## src/rtl/mem_access_unit.sv

```systemverilog
// Load/store unit bridging core byte accesses onto a 32-bit word memory with an ack timeout.
// Optional macro MEM_MISALIGN_TRAP_EN: misaligned H/W accesses give an error response instead of being force-aligned.
module mem_access_unit #(
  parameter int unsigned TIMEOUT_CYCLES = 16
) (
  input  logic        clk,
  input  logic        reset,
  input  logic        req_valid,
  input  logic        req_write,
  input  logic [2:0]  req_funct3,
  input  logic [15:0] req_addr,
  input  logic [31:0] req_wdata,
  output logic        stall,
  output logic        rsp_valid,
  output logic [31:0] rsp_rdata,
  output logic        rsp_err,
  output logic        mem_req,
  output logic        mem_we,
  output logic [13:0] mem_addr,
  output logic [31:0] mem_wdata,
  output logic [3:0]  mem_wstrb,
  input  logic        mem_ack,
  input  logic [31:0] mem_rdata
);

  typedef enum logic [1:0] {S_IDLE, S_ACCESS, S_DONE} state_t;

  localparam logic [7:0] TO_LAST = 8'(TIMEOUT_CYCLES - 1);

  state_t      r_state;
  logic [7:0]  r_cnt;
  logic        r_we;
  logic [13:0] r_addr;
  logic [31:0] r_wdata;
  logic [3:0]  r_wstrb;
  logic [2:0]  r_funct3;
  logic [1:0]  r_boff;
  logic        r_rsp_valid;
  logic        r_rsp_err;
  logic [31:0] r_rsp_rdata;

  logic [1:0]  w_size;
  logic        w_illegal;
  logic [15:0] w_addr_al;
  logic [3:0]  w_wstrb;
  logic [31:0] w_wdata;
  logic [7:0]  w_byte;
  logic [15:0] w_half;
  logic [31:0] w_load;

  assign w_size = req_funct3[1:0];

`ifdef MEM_MISALIGN_TRAP_EN
  logic w_misaligned;
  assign w_misaligned = ((w_size == 2'b01) && req_addr[0]) ||
                        ((w_size == 2'b10) && (req_addr[1:0] != 2'b00));
  assign w_illegal = (req_funct3 == 3'b011) || (req_funct3 == 3'b110) ||
                     (req_funct3 == 3'b111) || w_misaligned;
  assign w_addr_al = req_addr;
`else
  assign w_illegal = (req_funct3 == 3'b011) || (req_funct3 == 3'b110) ||
                     (req_funct3 == 3'b111);
  // Halfwords drop bit 0, words drop bits 1:0; byte accesses keep the full address.
  assign w_addr_al = {req_addr[15:2], req_addr[1] & ~w_size[1],
                      req_addr[0] & (w_size == 2'b00)};
`endif

  always_comb begin
    w_wstrb = 4'b0000;
    w_wdata = 32'h0000_0000;
    if (req_write) begin
      case (w_size)
        2'b00: begin
          w_wstrb = 4'b0001 << w_addr_al[1:0];
          w_wdata = {4{req_wdata[7:0]}};
        end
        2'b01: begin
          w_wstrb = w_addr_al[1] ? 4'b1100 : 4'b0011;
          w_wdata = {2{req_wdata[15:0]}};
        end
        default: begin
          w_wstrb = 4'b1111;
          w_wdata = req_wdata;
        end
      endcase
    end
  end

  always_comb begin
    case (r_boff)
      2'd0:    w_byte = mem_rdata[7:0];
      2'd1:    w_byte = mem_rdata[15:8];
      2'd2:    w_byte = mem_rdata[23:16];
      default: w_byte = mem_rdata[31:24];
    endcase
    w_half = r_boff[1] ? mem_rdata[31:16] : mem_rdata[15:0];
    case (r_funct3)
      3'b000:  w_load = {{24{w_byte[7]}}, w_byte};
      3'b100:  w_load = {24'h0, w_byte};
      3'b001:  w_load = {{16{w_half[15]}}, w_half};
      3'b101:  w_load = {16'h0, w_half};
      default: w_load = mem_rdata;
    endcase
  end

  always_ff @(posedge clk) begin
    if (reset) begin
      r_state     <= S_IDLE;
      r_cnt       <= 8'd0;
      r_we        <= 1'b0;
      r_addr      <= 14'd0;
      r_wdata     <= 32'h0;
      r_wstrb     <= 4'b0000;
      r_funct3    <= 3'b000;
      r_boff      <= 2'b00;
      r_rsp_valid <= 1'b0;
      r_rsp_err   <= 1'b0;
      r_rsp_rdata <= 32'h0;
    end else begin
      r_rsp_valid <= 1'b0;
      case (r_state)
        S_IDLE: begin
          if (req_valid) begin
            if (w_illegal) begin
              r_state     <= S_DONE;
              r_rsp_valid <= 1'b1;
              r_rsp_err   <= 1'b1;
              r_rsp_rdata <= 32'h0;
            end else begin
              r_state  <= S_ACCESS;
              r_cnt    <= 8'd0;
              r_we     <= req_write;
              r_addr   <= w_addr_al[15:2];
              r_wdata  <= w_wdata;
              r_wstrb  <= w_wstrb;
              r_funct3 <= req_funct3;
              r_boff   <= w_addr_al[1:0];
            end
          end
        end
        S_ACCESS: begin
          if (mem_ack) begin
            r_state     <= S_DONE;
            r_rsp_valid <= 1'b1;
            r_rsp_err   <= 1'b0;
            r_rsp_rdata <= r_we ? 32'h0 : w_load;
          end else if (r_cnt == TO_LAST) begin
            r_state     <= S_DONE;
            r_rsp_valid <= 1'b1;
            r_rsp_err   <= 1'b1;
            r_rsp_rdata <= 32'h0;
          end else begin
            r_cnt <= r_cnt + 8'd1;
          end
        end
        S_DONE:  r_state <= S_IDLE;
        default: r_state <= S_IDLE;
      endcase
    end
  end

  assign stall     = ((r_state == S_IDLE) && req_valid) || (r_state == S_ACCESS);
  assign mem_req   = (r_state == S_ACCESS);
  assign mem_we    = r_we;
  assign mem_addr  = r_addr;
  assign mem_wdata = r_wdata;
  assign mem_wstrb = r_wstrb;
  assign rsp_valid = r_rsp_valid;
  assign rsp_err   = r_rsp_err;
  assign rsp_rdata = r_rsp_rdata;

endmodule

```

## config.mk

```make
export PLATFORM = sky130hd
export DESIGN_NAME = mem_access_unit
export DESIGN_NICKNAME = d
export VERILOG_FILES = /design/src/rtl/mem_access_unit.sv
export SDC_FILE = /design/constraint.sdc
export NUM_CORES = 1
export LEC_CHECK = 0
export CELL_PAD_IN_SITES_DETAIL_PLACEMENT = 0
export CELL_PAD_IN_SITES_GLOBAL_PLACEMENT = 2
export CORE_AREA = 2 2 138 140
export DETAILED_ROUTE_END_ITERATION = 6
export DIE_AREA = 0 0 140 142
export PLACE_DENSITY_LB_ADDON = 0.08
export SLEW_MARGIN = 20
export SYNTH_ARGS = -nofsm -noshare
export SYNTH_HDL_FRONTEND = slang
export SYNTH_SLANG_ARGS = --single-unit
```

## constraint.sdc

```tcl
create_clock -name clk -period 2.7 [get_ports clk]
set_clock_uncertainty 0.15 [all_clocks]
set_input_delay 0.54 -clock clk [delete_from_list [all_inputs] [get_ports clk]]
set_output_delay 0.54 -clock clk [all_outputs]
set_load 0.02 [all_outputs]
```

## Word level (Yosys, flattened, before mapping)

Index checks and enable logic that the tools add are counted.
Widths: inputs -> output; s select.

- Add/sub/neg operators: 1
- Equality and inequality tests: 17
- Shifts and indexed selects: 1
- Multiplexer cells: 34
- Bitwise gates (word level): 4
- Reductions and logical operators: 13

Operators by type and width:

| operator | count |
|---|---|
| $mux 32 | 6 |
| $pmux 32 s2 | 2 |
| $pmux 32 s4 | 1 |
| $mux 8 | 4 |
| $pmux 8 s3 | 1 |
| $mux 16 | 1 |
| $pmux 8 s2 | 1 |
| $eq 3x3->1 const B | 4 |
| $ne 2x2->1 const B | 5 |
| $add 8x1->8 const B | 1 |
| $eq 8x4->1 const B | 1 |
| $mux 1 | 8 |
| $mux 2 | 4 |
| $mux 4 | 2 |
| $pmux 4 s2 | 1 |
| $eq 2x1->1 const B | 3 |
| $logic_not 2->1 | 3 |
| $reduce_and 5->1 | 1 |
| $pmux 1 s2 | 2 |
| $pmux 2 s2 | 1 |
| $reduce_and 4->1 | 1 |
| $shl 1x2->4 const A | 1 |
| $eq 3x1->1 const B | 1 |
| $eq 3x2->1 const B | 1 |
| 10 further kinds | 14 |

- Register bits after elaboration: 100
- Input port bits: 88
- Output and inout bits: 87
- Word-level logic and storage cells: 81

## Depth between registers and ports, before layout

Gate-level depths: netlist of the first run.

- Depth after elaboration: 6
- Mapped depth: 7
- Depth with buffers taken out: 5

## Least setup slack after synthesis of the first run

OpenSTA, ideal clock, no wires.

- Kind: reg2reg
- Start point: reg r_cnt[4]
- End point: reg r_rsp_rdata[10], in the netlist rsp_rdata[10]
- Library setup time: 0.122 ns
- Arrival: 1.868 ns
- Required time: 2.428 ns
- Slack: 0.560 ns
- Cell stages (with the launch flop): 6
- Clock period less this slack: 2.140 ns
- Cell sequence: dfxtp_1 or4_4 o21a_4 o31a_1 buf_6 a221o_1

- Longest elaborated chain between the ends: 3

Ends and longest elaborated chain:

| element | RTL line | RTL |
|---|---|---|
| from (decl) | 31 | `logic [7:0] r_cnt;` |
| from (signal assigned) | 153 | `r_cnt <= r_cnt + 8'd1;` |
| $eq 8x4->1 | 147 | `end else if (r_cnt == TO_LAST) begin` |
| $ne 3x1->1 (no source line) | - |  |
| $reduce_and 4->1 (no source line) | - |  |
| to (signal assigned) | 146 | `r_rsp_rdata <= r_we ? 32'h0 : w_load;` |
| to (decl) | 40 | `logic [31:0] r_rsp_rdata;` |

Every way passes these cells.
A chain may end at the register's enable or synchronous reset.

## Worst setup path after layout of the first run

- Start point: in req_valid
- End point: out stall

- Longest elaborated chain between the ends: 2

Ends and longest elaborated chain:

| element | RTL line | RTL |
|---|---|---|
| from (decl) | 8 | `input logic req_valid,` |
| $logic_and 1x1->1 | 162 | `assign stall = ((r_state == S_IDLE) && req_valid) \|\| (r_state == S_ACCESS);` |
| $logic_or 1x1->1 | 162 |  |
| to (decl) | 13 | `output logic stall,` |

Every way passes these cells.

==> reports/results.txt, run 1 <==
Tot GR Track Use -> 15.38%
N_diodes -> 0
First-pass GRT wire length -> 24,010 um
Synth unique cells -> 44
Count of final setup violators -> 0
Residual overflow from global routing -> 0
Die area -> 19,880 um2
Worst path cell trace -> clkdlybuf4s50_1, nor2_1, nor2_1, clkdlybuf4s50_1
FP Rows -> 50
Clock slew seen by the registers of the worst setup and hold paths -> 70 ps
R2R depth -> 5
CP peak stage delay -> 610 ps
Avg Inst Size Synth -> 8.852 um2
CTS buffer count -> 9
Multi-input logic area -> 2201 um2
# fillers -> 1,888
Peak supply drop -> 0.2964 mV
Fmax -> 398.6 MHz
CTS resizes -> 0
Placed instance count -> 890
CP endpoint kind -> output port
Least-Margin Pin Slew -> 707.3 ps
Minimum clock period -> 2509 ps
Synthesized cell area -> 4373 um2
Area growth, synth to finish -> 55.79%
Warnings from Yosys -> 0
Clock Path Buffers -> 2
Critical Path RT -> 2010 ps
FF+latch area -> 2002 um2
Most frequent cells in the layout -> 174 x clkdlybuf4s50_1, 100 x dfxtp_1, 88 x nand2_1
Clock Latency Late Sink -> 350 ps
CP Class -> in -> out
Worst Setup EP -> stall
Hold Fails Final Rpt -> 0
CTS Hold Bufs -> 0
Setup bufs post-CTS -> 0
Worst reg2reg endpoint -> rsp_rdata[10]
Port Buffers -> 174
Wirelength, routed -> 15,350 um
P_leak -> 2.484 nW
Die X -> 140 um
DP Area -> 6507 um2
Layout cell share with drive strength beyond 1 -> 8.780%
Final std cells w/o fill -> 906
Vias in the first global route -> 4,212
Area leader, netlist -> dfxtp_1
CP startpoint kind -> input pin
Initial Util -> 23.69%
Worst rel slew slack -> 52.84%
Vias -> 4,269
Die H -> 142 um
Reg-to-reg startpoint -> r_cnt[4]
Final instance area -> 6813 um2
ANT nets after route -> 0
Critical Path AT -> 1820 ps
CP startpoint -> req_valid
Htree depth -> 3
Clock Sinks -> 100
CP max-delay cell -> clkdlybuf4s50_1
HP Class -> reg -> reg
Reg2Reg Setup Slack -> 370 ps
Initial antenna violation count -> 0
DRC viols -> 11
PD cells -> 526.7 nW/um2
Commonest non-fill, non-tap cell in the layout -> clkdlybuf4s50_1
Routability-driven placement congestion ratio -> 0.7556
Max-cap check violation count -> 0
Iter 0 DRT Violations -> 155
Core Region -> 18,460 um2
Worst-path fanout max -> 4
Outcome -> complete, but fails checks
Fin. max-slew vios -> 0
HPWL after detailed placement -> 11,300 um
CTS tree -> yes
Cells after Synth -> 494
Post-Syn Nets -> 583
Wire per inst -> 16.94 um
Final nets -> 757
Post-synth top area share -> 45.78%
Top cells by area, synth -> dfxtp_1 46%, nand2_1 7.6%, mux2i_1 5.3%, a32o_1 4.3%, o21ai_0 4.3%
RSZ-0062 raised after global routing -> no
Total I/O pin count -> 175
Sequential area share after synthesis -> 45.78%
Violations in the final reports -> DRC
Power, Total -> 3.588 mW
DR pass1 iterations -> 7
Yosys reg bits -> 100
Largest net degree at the start of global routing -> 41
Final Cycle Share -> 92.93%
Vias per cell -> 4.712
CTS root buf -> clkbuf_16
-- per-stage QoR --
step | TNS (ps) | utilization (%) | setup WS (ps) | hold WS [ps]
floorplan | 0 | - | 559.8 | 294.4
global placement | -35.51 | 35.26 | -35.51 | 287.5
detailed placement | -135.1 | 35.26 | -97.04 | 294.5
CTS | 0 | 36.83 | 189.7 | 306.6
global route | 0 | 36.92 | 80.78 | 328.2
finish | 0 | 36.92 | 191.0 | 304.4
-- worst max-delay path: cells and delay by family --
family                 cells  cell delay [ps]
buffers and inverters      2             1120
and+or+nand+nor            2              150
-- sequential cells by signal, indices dropped and copies added, names as in the netlist --
register,cells
mem_addr,14
mem_wdata,32
mem_we,1
mem_wstrb,4
r_boff,2
r_cnt,8
r_funct3,3
r_state,2
rsp_err,1
rsp_rdata,32
rsp_valid,1
-- kinds of logic (layout without fill, tap and decap cells) --
family	count (synthesis)	count (layout)	synth area share (%)
fa+ha+maj	1	1	0.2861
flops	100	100	45.78
mux	34	34	8.355
buf+inv	47	225	4.292
simple gates	170	170	17.97
compound gates	142	142	23.32
-- power breakdown --
group / switching, mW / leakage, nW / internal (mW)
combinational: 0.345 / 1.53 / 0.343
sequential: 0.0366 / 0.812 / 1.54
clock: 0.606 / 0.143 / 0.722
-- worst min-delay path by stage --
stage / end / slack, ps / startpoint / depth (start not counted)
3_3_place_gp: mem_wdata[8] / 290 / mem_wdata[8] / 2
4_1_cts: mem_addr[10] / 310 / mem_addr[10] / 2
6_report: mem_wdata[8] / 300 / mem_wdata[8] / 2
5_1_grt: mem_addr[3] / 330 / mem_addr[3] / 2
2_1_floorplan: r_funct3[2] / 290 / r_funct3[2] / 2
3_5_place_dp: mem_wdata[8] / 290 / mem_wdata[8] / 2
-- final cells by class --
| class | count | area share, % |
|---|---|---|
| Inverter | 8 | 0.4408 |
| Timing Repair Buffer | 202 | 29.31 |
| Multi-Input combinational cell | 347 | 32.30 |
| Clock buffer | 10 | 3.361 |
| Sequential cell | 100 | 29.38 |
| Tap cell | 234 | 4.298 |
| Clock inverter | 5 | 0.8999 |
-- routing by layer --
layer / up-vias / share of wire, % / track usage [%]
li1: 2136 / - / -
met1: 2003 / 47 / 20.60
met2: 114 / 44 / 23.93
met3: 16 / 6.2 / 3.869
met4: 0 / 2.1 / 5.954
met5: - / 0 / 0
-- cells in the mapped netlist (all sizes together) --
cell type	n
o21a	3
o2111ai	5
a22oi	6
mux4	1
nor4	4
o22ai	2
a2111oi	1
or3	2
o31a	1
o21ai	38
nor2b	1
or4	2
inv	8
a22o	15
ha	1
mux2i	23
o21bai	1
and3	6
nand4	2
nand3b	1
a221o	8
a32o	19
nor3b	3
and4	1
a2111o	3
buf	8
clkbuf	31
nor3	3
nand3	6
or2	1
dfxtp	100
mux2	10
nand2	88
nor2	25
or3b	1
o221ai	6
a211oi	3
nand2b	24
a21oi	29
o2bb2ai	2
Note: power is estimated with default switching activity, not from simulation.
==> run 2, diff against run 1 <==
CTS_CLUSTER_DIAMETER = 150   (was not set)
==> results of run 2 <==
Same layout as run 1: the final DEF is identical, and so are final timing and power.
==> variant 1 (settings of run 1) <==
Build with the macro `MEM_MISALIGN_TRAP_EN` defined.
--- a/src/rtl/mem_access_unit.sv
+++ b/src/rtl/mem_access_unit.sv
@@ -2,2 +2,4 @@
 // Optional macro MEM_MISALIGN_TRAP_EN: misaligned H/W accesses give an error response instead of being force-aligned.
+`define MEM_MISALIGN_TRAP_EN
+
 module mem_access_unit #(
Check against the original RTL: not equivalent (Yosys sat finds a counterexample within 4 cycles, from zero or initial values and one cycle with reset high).
==> variant 1 against run 1 <==
- the flow still finishes with violations (DRC)
- area after synthesis is 5.5% higher
- wire length decreased by 5.7%
- register-to-register slack improved by 0.33 ns
- largest cell class unchanged
- design area grew 3.1%
- count of clock-buffer cells in the layout grew 2
- total power grew 0.96%
- clock power grew 6%
- worst setup slack improved by 0.062 ns
- combinational power decreased by 4.7%
- synthesized cell count down 10%
- critical path depth did not move
- critical path type unchanged
- sequential cell count did not move
==> variant 1: results <==
metrics = {
    "synthesis": {
        "synth.area.top_cells": "dfxtp_1 (43%), mux2i_1 (12%), o2bb2ai_2 (6.5%)",
        "synth_common_cells": "dfxtp_1 (100), mux2i_1 (57), a21oi_1 (30)",
        "synth.distinct_cells": 47,
        "synth-seq-area-share_pct": 43.41,
        "syn_nets": 533,
    },
    "placed_design": {
        "dp_hpwl_mm": 10.59,
        "portBuffers": 174,
        "gp_congestion": 0.7129,
    },
    "setup_path": {
        "crit_family": "buffers and inverters",
        "rr_endpoint": "rsp_rdata[13]$_SDFFE_PP0P_",
        "reg2reg_slack_ns": 0.70,
        "critPathMaxFanout": 2,
        "worstPathArrival_ns": 1.76,
        "worstReg2RegStart": "r_boff[1]$_SDFFE_PP0P_",
    },
    "power_and_ir_drop": {
        "leakage_nw": 2.677,
        "power_switching_share_pct": 25.56,
    },
    "global_routing": {
        "grt_usage_pct": 14.50,
        "grt_start_max_net_pins": 38,
        "grt_pass1_vias": 3943,
        "grt_pass1_wl_mm": 22.25,
    },
    "worst_hold_path": {
        "whs_path_depth": 1,
        "hold_path.startpoint": "rsp_rdata[26]$_SDFFE_PP0P_",
        "min_to": "rsp_rdata[26]$_SDFFE_PP0P_",
    },
    "routing": {
        "avgViaCountPerCell": 4.639,
        "routed_wl_mm": 14.47,
        "drc": 7,
        "wl_met3_um": 986,
        "drtPass1Iterations": 6,
        "wl_met1_mm": 6.791,
        "dr_wl_met2_mm": 6.505,
    },
    "status": {
        "status": "complete, but fails checks",
        "failed_checks": "DRC",
    },
    "layout": {
        "layout.nets": 705,
        "fill_cells": 1832,
        "drive_gt1_share_pct": 12.56,
    },
    "timing": {
        "worst_pin_slew_ns": 0.9574,
    },
}
==> variant 1: cell count changes after synthesis, sizes merged, moves of 6 or more <==
cell | before | now
a221o | 8 | 0
a22o | 15 | 25
a22oi | 6 | 0
buf | 8 | 16
clkbuf | 31 | 20
mux2i | 23 | 57
nand2 | 88 | 11
nor2b | 1 | 15
o21ai | 38 | 16
o221ai | 6 | 0
o2bb2ai | 2 | 27
==> variant 1: logic make-up after synthesis <==
group | synth area share, %
compound gates | 23.39
simple gates | 13.67
flops | 43.41
mux | 15.06
buf+inv | 4.205
fa+ha+maj | 0.2713
==> variant 1: power by group through the flow <==
stage	combinational, mW	clock [mW]	sequential [mW]
CTS	0.665	1.48	1.55
floorplan	0.275	0	1.63
detailed placement	0.662	0	1.59
global route	0.707	1.53	1.56
global placement	0.660	0	1.59
finish	0.656	1.41	1.55
==> variant 1: layer usage <==
layer,vias to the layer above,track usage [%]
met5,-,0
met4,0,5.476
met3,8,4.845
met2,103,22.12
met1,1869,19.10
li1,1986,-
==> variant 1: layout make-up <==
type                            count  area, um2  area share, %
Inverter                            5      18.77         0.2673
Timing Repair Buffer              197       1964          27.98
Clock buffer                       12      246.5          3.510
Multi-Input combinational cell    303       2425          34.53
Sequential cell                   100       2002          28.51
Tap cell                          234      292.8          4.170
Clock inverter                      4      72.57          1.034
==> variant 1: through the flow <==
stage / setup slack, ns / total power, mW / cells / instance area (um2)
after floorplan: 0.6670 / 1.908 / 444 / 4612
after global placement: 0.05400 / 2.248 / 839 / 6703
after detailed placement: 0.02827 / 2.250 / 839 / 6703
after CTS: 0.2349 / 3.700 / 855 / 7022
after global routing: 0.2000 / 3.794 / 855 / 7022
final: 0.2530 / 3.623 / 855 / 7022
==> variant 2 (settings of run 1) <==
Without the edit above. Encoding of `state_t`: now one-hot (3 bits for 3 states).
--- a/src/rtl/mem_access_unit.sv
+++ b/src/rtl/mem_access_unit.sv
@@ -25,3 +25,3 @@
 
-  typedef enum logic [1:0] {S_IDLE, S_ACCESS, S_DONE} state_t;
+  typedef enum logic [2:0] {S_IDLE = 3'b001, S_ACCESS = 3'b010, S_DONE = 3'b100} state_t;
 
Function: no difference found for any inputs over 4 cycles, from zero or initial values and one cycle with reset high; so few cycles prove little.
==> variant 2 against run 1 <==
- the flow still finishes with violations (DRC)
- area after synthesis rose by 7.9%
- sequential cell count rose by 1
- design area rose by 4.1%
- total power rose by 3.2%
- first-iteration DRC count rose by 76%
- highest routed layer unchanged
- hold slack got worse by 0.00088 ns
- non-clock buffer count fell by 6
- wire length rose by 5.6%
- sequential power barely moved
- count of clock-buffer cells in the layout rose by 1
- worst setup slack got worse by 0.12 ns
==> variant 2: results <==
metrics = {
    "status": {
        "status": "complete, but fails checks",
        "failed_checks": "DRC",
    },
    "synthesis": {
        "synth_warnings": 0,
        "synth.area.top_cells": "dfxtp_1 (43%), a21oi_1 (7.5%), nand2_1 (6.9%)",
        "ys_async_sr_fraction_pct": 0,
        "synth.distinct_cells": 46,
        "synth-seq-area-share_pct": 42.84,
        "ys.flop_type": "dfxtp_1",
        "synth_common_cells": "dfxtp_1 (101), nand2_1 (87), a21oi_1 (71)",
        "syn_avg_cell_area_um2": 8.612,
        "syn_nets": 637,
    },
    "global_routing": {
        "grt_pass1_vias": 4575,
        "gr-usage-met3_pct": 5.013,
        "met2_usage_pct": 26.37,
        "antenna_found_initial": 0,
        "met1_usage_pct": 20.71,
        "grt_start_max_net_pins": 52,
        "grt_pass1_wl_mm": 25.41,
        "grt_usage_pct": 16.41,
    },
    "power_and_ir_drop": {
        "power_switching_share_pct": 26.35,
        "p_clk_share_pct": 39.5,
        "p_seq_mw": 1.57,
        "peakVddDrop_mv": 0.2946,
        "total_power_mw": 3.703,
        "leakage_nw": 2.535,
    },
    "routing": {
        "dr_wl_met2_mm": 7.646,
        "maxUsedRoutingLayer": "met4",
        "wl_met3_mm": 1.054,
        "routed_wl_mm": 16.21,
        "vias": 4535,
        "drc": 9,
        "drt_iter0_markers": 273,
        "wl_met1_mm": 7.278,
    },
    "placed_design": {
        "placed_area_mm2": 0.006754,
        "gp_congestion": 0.7600,
        "dp.cells": 930,
        "dp_hpwl_mm": 11.62,
        "dp_slack_ns": -0.2127,
    },
    "layout": {
        "fill_cells": 1879,
        "final_util_pct": 38.41,
        "drive_gt1_share_pct": 10.25,
        "num_antenna_cells": 0,
        "layout.nets": 796,
        "final_cells": 946,
    },
    "setup_path": {
        "rr_worst_depth": 5,
        "crit_path_top_delay_cell": "or4bb_1",
        "critPathMaxFanout": 2,
        "cp_slowest_stage_delay_ns": 0.50,
    },
    "worst_hold_path": {
        "min_path_type": "flop to flop",
    },
    "clocking": {
        "clkTransAtPathRegs_ns": 0.07,
        "numCtsBuffers": 9,
        "post_cts_buffers": 0,
    },
    "timing": {
        "worst_pin_slew_ns": 0.6071,
    },
}
[variant 2: cell types whose count changed after synthesis, sizes merged, moves of 8 or more]
cell	change
nor2b	+14
a221o	-8
mux2	+15
nand3	+25
nor2	-8
a21oi	+42
clkbuf	+8
o21ai	-19
[variant 2: what timing repair did]
action	4_1_cts	5_1_grt
setup endpoints to repair	1	1
pin swaps	0	0
endpoints found under the hold margin	0	0
gates cloned	0	0
gates resized for setup	1	1
[variant 2: worst paths after layout]
path	startpoint	endpoint	slack, ns
setup / recovery	req_valid	stall	0.07
hold / removal	mem_wdata[15]$_SDFFE_PP0P_	mem_wdata[15]$_SDFFE_PP0P_	0.30
setup reg to reg	r_cnt[4]$_SDFFE_PP0P_	rsp_rdata[12]$_SDFFE_PP0P_	0.72
hold reg to reg	mem_wdata[15]$_SDFFE_PP0P_	mem_wdata[15]$_SDFFE_PP0P_	0.30
[variant 2: cell type report]
class,count,share of cell area [%]
clock buffers,11,3.565
inverters,7,0.3706
flip-flops and latches,101,28.52
repair buffers,196,27.34
clock inverters,5,1.147
multi-input cells,392,34.93
well taps,234,4.130
[variant 2: worst min-delay path: cells and delay by family, from the launching register on]
| kind | cells | cell delay, ns |
|---|---|---|
| AOI/OAI and AO/OA | 1 | 0.05 |
| DFF | 1 | 0.31 |
| and+or+nand+nor | 1 | 0.05 |
[variant 2: cell families (layout without fill, tap and decap cells)]
| kind of cell | count (synthesis) | count (layout) | synth area share (%) |
|---|---|---|---|
| buffers and inverters | 55 | 219 | 4.825 |
| adder cells (fa/ha/maj) | 1 | 1 | 0.2651 |
| flip-flops | 101 | 101 | 42.84 |
| multiplexers | 42 | 42 | 9.836 |
| AO/OA/AOI/OAI | 159 | 159 | 22.59 |
| AND/OR/NAND/NOR | 190 | 190 | 19.64 |
